**src/rtl/fir_result_display.sv**
```systemverilog
// FIFO-buffered stream sink: shows the selected byte of each accepted
// sample on two active-low seven-segment digits for a fixed hold time.
module fir_result_display #(
   parameter int DATA_WIDTH  = 16,
   parameter int FIFO_DEPTH  = 4,
   parameter int HOLD_CYCLES = 50_000_000,
   parameter int BYTE_SEL    = 0
) (
   input  logic                  clk,
   input  logic                  rst,
   input  logic                  enable,
   input  logic                  rIn1,
   input  logic [DATA_WIDTH-1:0] dataIn1,
   output logic                  rdy,
   output logic                  LEDG,
   output logic [6:0]            HEX0,
   output logic [6:0]            HEX1
);

   localparam int AW = $clog2(FIFO_DEPTH);
   localparam int CW = AW + 1;
   localparam int HW = (HOLD_CYCLES > 1) ? $clog2(HOLD_CYCLES) : 1;
   localparam logic [CW-1:0] FULL_CNT = CW'(FIFO_DEPTH);
   localparam logic [HW-1:0] HOLD_LOAD = HW'(HOLD_CYCLES - 1);

   typedef enum logic [1:0] {
      S_IDLE,
      S_LOAD,
      S_HOLD
   } state_t;

   state_t state;
   state_t state_nx;

   logic [DATA_WIDTH-1:0] mem [FIFO_DEPTH];
   logic [AW-1:0]         wr_ptr;
   logic [AW-1:0]         rd_ptr;
   logic [CW-1:0]         count;
   logic [HW-1:0]         hold_cnt;
   logic [7:0]            disp;
   logic                  shown;
   logic                  ledg_q;

   logic                  full;
   logic                  empty;
   logic                  pop;
   logic                  push;
   logic                  ovf;
   logic                  load_hold;
   logic                  dec_hold;
   logic [DATA_WIDTH-1:0] head;
   logic                  unused_head;

   assign full  = (count == FULL_CNT);
   assign empty = (count == '0);
   assign head  = mem[rd_ptr];
   assign unused_head = ^head;

   // State register
   always_ff @(posedge clk or posedge rst) begin
      if (rst) begin
         state <= S_IDLE;
      end else begin
         state <= state_nx;
      end
   end

   // Next-state logic; a low enable freezes the state
   always_comb begin
      state_nx = state;
      if (enable) begin
         unique case (state)
            S_IDLE: if (!empty) state_nx = S_LOAD;
            S_LOAD: state_nx = S_HOLD;
            S_HOLD: begin
               if (hold_cnt == '0) begin
                  state_nx = empty ? S_IDLE : S_LOAD;
               end
            end
            default: state_nx = S_IDLE;
         endcase
      end
   end

   // FSM outputs
   always_comb begin
      pop       = 1'b0;
      load_hold = 1'b0;
      dec_hold  = 1'b0;
      if (enable) begin
         unique case (state)
            S_LOAD: begin
               pop       = 1'b1;
               load_hold = 1'b1;
            end
            S_HOLD:  dec_hold = (hold_cnt != '0);
            default: ;
         endcase
      end
   end

   // A pop in the same cycle frees a slot for the incoming sample
   assign push = enable & rIn1 & (~full | pop);
   assign ovf  = enable & rIn1 & full & ~pop;

   always_ff @(posedge clk) begin
      if (push) begin
         mem[wr_ptr] <= dataIn1;
      end
   end

   always_ff @(posedge clk or posedge rst) begin
      if (rst) begin
         wr_ptr   <= '0;
         rd_ptr   <= '0;
         count    <= '0;
         hold_cnt <= '0;
         disp     <= '0;
         shown    <= 1'b0;
         ledg_q   <= 1'b0;
      end else begin
         if (push) wr_ptr <= wr_ptr + 1'b1;
         if (pop)  rd_ptr <= rd_ptr + 1'b1;
         case ({push, pop})
            2'b10:   count <= count + 1'b1;
            2'b01:   count <= count - 1'b1;
            default: count <= count;
         endcase
         if (ovf) ledg_q <= 1'b1;
         if (load_hold) begin
            hold_cnt <= HOLD_LOAD;
         end else if (dec_hold) begin
            hold_cnt <= hold_cnt - 1'b1;
         end
         if (pop) begin
            disp  <= head[8*BYTE_SEL +: 8];
            shown <= 1'b1;
         end
      end
   end

   function automatic logic [6:0] seg7(input logic [3:0] n);
      logic [6:0] s;
      unique case (n)
         4'h0: s = 7'b1000000;
         4'h1: s = 7'b1111001;
         4'h2: s = 7'b0100100;
         4'h3: s = 7'b0110000;
         4'h4: s = 7'b0011001;
         4'h5: s = 7'b0010010;
         4'h6: s = 7'b0000010;
         4'h7: s = 7'b1111000;
         4'h8: s = 7'b0000000;
         4'h9: s = 7'b0010000;
         4'hA: s = 7'b0001000;
         4'hB: s = 7'b0000011;
         4'hC: s = 7'b1000110;
         4'hD: s = 7'b0100001;
         4'hE: s = 7'b0000110;
         4'hF: s = 7'b0001110;
      endcase
      return s;
   endfunction

   assign rdy  = ~full;
   assign LEDG = ledg_q;
   assign HEX0 = shown ? seg7(disp[3:0]) : 7'b1111111;
   assign HEX1 = shown ? seg7(disp[7:4]) : 7'b1111111;

endmodule

```
**config.mk**
```make
export PLATFORM = sky130hd
export DESIGN_NAME = fir_result_display
export DESIGN_NICKNAME = d
export VERILOG_FILES = /design/src/rtl/fir_result_display.sv
export SDC_FILE = /design/constraint.sdc
export NUM_CORES = 1
export LEC_CHECK = 0
export ABC_AREA = 1
export CAP_MARGIN = 15
export CELL_PAD_IN_SITES_DETAIL_PLACEMENT = 0
export CELL_PAD_IN_SITES_GLOBAL_PLACEMENT = 1
export CORE_MARGIN = 5
export CORE_UTILIZATION = 29
export CTS_CLUSTER_DIAMETER = 120
export DETAILED_ROUTE_END_ITERATION = 6
export GPL_ROUTABILITY_DRIVEN = 0
export HOLD_SLACK_MARGIN = 0.1
export PLACE_DENSITY = 0.59
export SLEW_MARGIN = 20
export SYNTH_ARGS = -nofsm -noshare
export SYNTH_HDL_FRONTEND = slang
export SYNTH_SLANG_ARGS = --single-unit
```
**constraint.sdc**
```tcl
create_clock -name clk -period 2.1 [get_ports clk]
set_clock_uncertainty 0.05 [all_clocks]
set_input_delay 0.21 -clock clk [delete_from_list [all_inputs] [get_ports clk]]
set_output_delay 0.21 -clock clk [all_outputs]
set_load 0.005 [all_outputs]
```
[Word level (Yosys, flattened, before mapping)]
Memories as Yosys holds them, arrays and structs flattened. A register that Yosys moved wholly into a read port is not among the register bits.
Cells that the tools add are included.
Storage, ports and cells
  word-level logic and storage cells: 51
  register bits: 37
  memory bits (read-only): 224
  memories kept: 3
  bits in writable memories: 64
  input port bits: 20
  output and inout port bits: 16
Memories
  (name not given): depth 16, width 7, rd ports 1, clocked after Yosys merged registers in 0, write ports 0, RTL line 144  | unique case (n)
  (name not given): depth 16, width 7, rd ports 1, clocked after Yosys merged registers in 0, write ports 0, RTL line 144
  mem: depth 4, width 16, rd ports 1, clocked after Yosys merged registers in 1, write ports 1, RTL line 35  | logic [DATA_WIDTH-1:0] mem [FIFO_DEPTH];
Cells by class
  equality and inequality tests: 7
  multiplexer cells: 15
  reductions and logical operators: 7
  add/subtract/negate cells: 5
  bitwise gates (word level): 7
Operators by type and width (count)
  $mux 26: 2
  $logic_not 26->1: 1
  $reduce_bool 26->1: 1
  $sub 26x1->26 const B: 1
  $mux 7: 2
  $mux 1: 7
  $pmux 2 s3: 1
  $pmux 3 s2: 1
  $add 2x1->2 const B: 2
  $and 1x1->1: 4
  $eq 2x1->1 const B: 2
  $eq 2x2->1 const B: 2
  $mux 2: 2
  $ne 2x2->1 const B: 2
  $reduce_bool 2->1: 2
  $add 3x1->3 const B: 1
  $eq 3x3->1 const B: 1
  $logic_not 3->1: 1
  $reduce_and 3->1: 1
  $sub 3x1->3 const B: 1
  $logic_not 2->1: 1
  $not 1->1: 2
  $or 1x1->1: 1

[Longest topological paths before layout]
Gate-level depths: netlist (run 1).
  depth after elaboration: 7
  gate-level depth with buffers: 13
  mapped depth without buffers: 11

[Worst setup path before layout (run 1)]
OpenSTA, ideal clock, no wires.
  kind: reg-to-reg
  from: reg count[1]
  to: reg count[2]
  buffers on the path: 0
  stages on the path, launching flop included: 10
  data required time: 1.919 ns
  period minus slack after synthesis: 2.110 ns
  arrival: 1.929 ns
  slack: -0.010 ns
  setup time: 0.131 ns
  path through: dfrtp_1 nor3_1 inv_1 o21ai_2 ha_1 inv_1 fa_1 a21oi_1 o21ai_0 xor2_1
Between the ends
  word-level cells in the longest chain between the ends: 6
  elaborated cells on any way between the ends: 10
  those cells by class: add/sub: 2; eq/ne: 3; mux: 1; bitwise: 3; reduce/logical: 1
RTL lines
  from (decl): RTL line 38  | logic [CW-1:0] count;
  from (signal assigned): RTL line 125  | 2'b10: count <= count + 1'b1;
  from (signal assigned): RTL line 126  | 2'b01: count <= count - 1'b1;
  from (signal assigned): RTL line 127  | default: count <= count;
  $eq 3x3->1 *: RTL line 54  | assign full = (count == FULL_CNT);
  $not 1->1 *
  net rdy: RTL line 14  | output logic rdy,
  $or 1x1->1 *: RTL line 103  | assign push = enable & rIn1 & (~full | pop);
  $and 1x1->1 *: RTL line 103
  $eq 2x1->1 or $eq 2x2->1 (tied branches): RTL line 124  | case ({push, pop})
  $pmux 3 s2 or $reduce_bool 2->1 (tied branches)
Mark *: on every way through the listed nets, which the timed path passes. The rest lies on a longest branch.
A chain may end at the register's enable or synchronous reset.

[Worst setup path after layout (run 1)]
  from: reg disp[5] (read register of mem)
  to: out HEX1[5]
Between the ends
  word-level cells in the longest chain between the ends: 2
RTL lines
  from (decl): RTL line 40  | logic [7:0] disp;
  $mem_v2 16x7
  $mux 7: RTL line 168  | assign HEX1 = shown ? seg7(disp[7:4]) : 7'b1111111;
  to (decl): RTL line 17  | output logic [6:0] HEX1
No other way between the ends.

==> results.md, run 1 <==
- The largest delay contributor family on the critical path is buffers and inverters.
- At the worst endpoint, the required time is between 1.5 and 2 ns.
- The area of the placeable core is 15200 um2.
- Headroom to the max-slew limit came out at roughly three fifths.
- After layout, the worst path uses about 95% of the clock period.
- The cell sitting at the root of the clock tree is a sky130_fd_sc_hd__clkbuf_16.
- The count of buffers added on input and output ports is 27.
- The site row count is 45.
- At the end of the flow the core is filled with cells to 35.7%.
- By startpoint and endpoint, the worst setup path is classified as reg -> out.
- The final routed wire length divided by cell count is 13.4 um.
- The total setup violations reported at the end of the flow is 0.
- The critical path contains buffers and inverters numbering 2 combined.
- Summed over all layers, the routed wires come to roughly 11 mm.
- The total I/O pin count is 36.
- The average cell area after synthesis is around 7.9 um2.
- The repair_antennas step left the layout with diodes totalling 0.
- After detailed routing, the number of remaining DRC violations is 0.
- The largest stage delay on the critical path is between 0.3 and 0.4 ns.
- Walking the worst path, the cells encountered are buf_4 > ha_1 > nand2_1 > o21ai_0 > a21oi_1 > nand2_1 > dlygate4sd2_1.
- The overall track demand over capacity in global routing is 12.4%.
- The power consumption is approximately 8 mW.
- The static leakage is approximately 2.5 nW.
- For the worst flop-to-flop path, the logic depth is 9.
- The total of max-cap violations is 0.
- The maximum number of buffers from clock root to sink is 2.
- The number of optimization iterations in the first detailed-route pass is 6.
- Summing over every cut layer, the via total after detailed routing is around 3.7k.
- The top-area cell type share of the netlist area is around 25%.
- Once the floorplan was initialized, standard cells occupied roughly 30% of the core.
- The pin count of the biggest net entering global routing is roughly 50.
- The HPWL after detailed placement is between 7 and 8 mm.
- The worst ir drop on vdd is 0.000645 V.
- For this design, the slowest cell found on the critical path is sky130_fd_sc_hd__dfrtp_1.
- Synthesis produced ~570 cells.
- The synthesis-to-finish area growth is 20.8%.
- STA classifies the critical path startpoint as a flop.
- Yosys instantiated no cell more often than sky130_fd_sc_hd__nand2_1.
- The latest clock arrival within the worst-skew pair is 0.33 ns.
- The clock tree from TritonCTS is done.
- The share of layout cells above drive strength 1 is 11.5%.
- The H-tree generated during clock tree synthesis spans 3 levels.
- The total clock buffers created by CTS is 9.
- The sum of overflow across all layers after global routing is 0.
- Power spread over the standard cell area amounts to around 1500 nW/um2.
- The critical path runs through a total of 7 cells.
- The via count of the first global-routing pass came to between 3k and 4k.
- The net count of the finished layout is between 600 and 700.
- The number of synthesized register bits is 77.
- For this run, the number of Yosys warnings is 0.
- Summing the sequential cell areas from Yosys gives about 46% of the chip area.
- The most used flip-flop cell after synthesis is sky130_fd_sc_hd__dfrtp_1.
- The clock transition at the registers of the reported paths is ~0.06 ns.
- After synthesis the cells add up to around 4500 um2.
- The detail route stage leaves a number of antenna-violating nets equal to 0.
- The number of antenna violations at the first check in global routing came to 0.
- The worst setup path is captured at an output port.
- The area enclosed by the die boundary is between 15000 and 20000 um2.
- Yosys attributes the largest share of cell area to sky130_fd_sc_hd__dfrtp_1 25%, sky130_fd_sc_hd__edfxtp_1 21%, sky130_fd_sc_hd__nand2_1 11%.
- Setup repair after global routing left no endpoint under its margin.
- The final count of hold timing violations came to 0.
- Clock tree synthesis found a total of 77 sinks.
- The count of unique library cells instantiated by Yosys is 37.
- Counting flops with an async set or reset pin after synthesis yields a share of about three fifths.
- The commonest cells after synthesis are 137 x sky130_fd_sc_hd__nand2_1, 89 x sky130_fd_sc_hd__nor2_1, 66 x sky130_fd_sc_hd__nand3_1.
- The vertical extent of the die is 134 um.
- The first global-routing pass estimated around 18 mm of wire.
- Using the TritonRoute via totals, the vias-per-cell ratio works out to about 4.7.
- The run finished with clean final reports.
- The biggest area contributor in the post-synthesis netlist is sky130_fd_sc_hd__dfrtp_1.
- The max-slew violation total from the final report was 0.
- The number of nets handed over by synthesis was approximately 600.
- Along the worst path, the maximum fanout reaches 5.
- The kind of path behind the tightest hold check is in -> async.
- In this run, the number of DRC markers left after iteration 0 of detailed routing was 193.
- Data arrives at the worst endpoint at around 1.7 ns.
- The number of flops mapped to enable cells by yosys is 32.
- The die outline width is 134 um.
- The most frequent cell on the critical path is sky130_fd_sc_hd__nand2_1.
- The worst-margin pin slew is between 0.5 and 0.6 ns.
- The routed design could run at a clock period as short as 2.00 ns.
- The highest clock rate is around 500 MHz.
-- worst register-to-register path: stages (launching register included) --
cell and delay [ns]:
sky130_fd_sc_hd__dfrtp_1 0.42, sky130_fd_sc_hd__nor3_4 0.21, sky130_fd_sc_hd__inv_2 0.07, sky130_fd_sc_hd__o21ai_4 0.13, sky130_fd_sc_hd__ha_1 0.15, sky130_fd_sc_hd__inv_1 0.06, sky130_fd_sc_hd__fa_1 0.38, sky130_fd_sc_hd__a21oi_1 0.13
sky130_fd_sc_hd__o21ai_1 0.09, sky130_fd_sc_hd__xor2_1 0.14
-- path summary, 6_finish.rpt --
path,start,to,slack [ns]
min in group clk,LEDG,LEDG,0.42
worst max register to register,count[1],count[2],0.16
worst max-delay path,disp[5],HEX1[5],0.10
max in group asynchronous,rst,state[1],1.30
worst min register to register,LEDG,LEDG,0.42
worst min-delay path,rst,hold_cnt[22],0.18
-- power by group --
| part | switching (mW) | leakage, nW | internal, mW | total, mW |
|---|---|---|---|---|
| logic | 2.31 | 1.49 | 1.47 | 3.78 |
| registers | 0.484 | 0.846 | 2.02 | 2.51 |
| clock network | 0.638 | 0.162 | 1.04 | 1.67 |
-- metal layers --
layer | wire [um] | vias up | track usage [%]
met5 | 0 | - | 0
met4 | 128 | 0 | 3.68
met3 | 354 | 7 | 2.68
met2 | 4870 | 51 | 19.9
met1 | 5310 | 1733 | 16.9
li1 | - | 1943 | -
-- layout by cell type, fill, tap and decap left out, drive strengths merged, types with 2 or more instances in the layout --
cell,n
buf,22
nor3,6
nand3,68
clkdlybuf4s50,13
o21ai,38
xor2,6
o311ai,2
nand4,8
ha,18
clkbuf,12
dfrtp,45
a21oi,8
o32ai,8
edfxtp,32
inv,60
a31o,2
nand2,141
nor2,92
dlygate4sd2,11
or2,2
a31oi,4
o211ai,2
clkinv,2
-- cells by family after synthesis --
| kind of cell | share of synthesized area (%) |
|---|---|
| and+or+nand+nor | 30.6 |
| xor gates and xnor gates | 1.36 |
| buffers and inverters | 7.46 |
| DFF | 46.5 |
| adders and majority gates | 5.46 |
| AOI/OAI and AO/OA | 8.61 |
-- through the flow --
step                      std cells  setup TNS [ns]  setup WS (ns)  hold slack, ns  area [um2]
after floorplan                 566               0        0.00850           0.259        4500
final                           796               0          0.103           0.183        5430
after global placement          778         -0.0459        -0.0459           0.410        5060
after global routing            796               0        0.00557           0.238        5430
after CTS                       796               0         0.0518           0.202        5410
after detailed placement        778         -0.0542        -0.0542           0.409        5060
-- layout make-up --
| cell class | count | area, um2 |
|---|---|---|
| Clock buffer | 11 | 264 |
| Tap cell | 188 | 235 |
| Timing Repair Buffer | 49 | 444 |
| Multi-Input combinational cell | 408 | 2110 |
| Inverter | 58 | 218 |
| Sequential cell | 77 | 2090 |
| Fill cell | 1586 | 9780 |
| Clock inverter | 5 | 61.3 |
-- what timing repair did --
action / CTS / global route
gates resized for setup: 24 / 12
cloned: 0 / 0
pin swaps: 2 / 2
endpoints found under the setup margin: 14 / 28
setup buffers: 2 / 0
hold buffers: 0 / 0
-- registers in the layout, indices dropped and copies added, names as in the netlist --
name,count
rd_ptr,2
hold_cnt,26
mem,32
wr_ptr,2
shown,1
disp,8
LEDG,1
count,3
state,2
Note: power is estimated with default switching activity, not from simulation.
==> run 2: changes to the inputs <==
Settings changed: HOLD_SLACK_MARGIN 0.1 to 0.06.
==> results of run 2 <==
The final DEF is identical to that of run 1; final timing and power are the same.
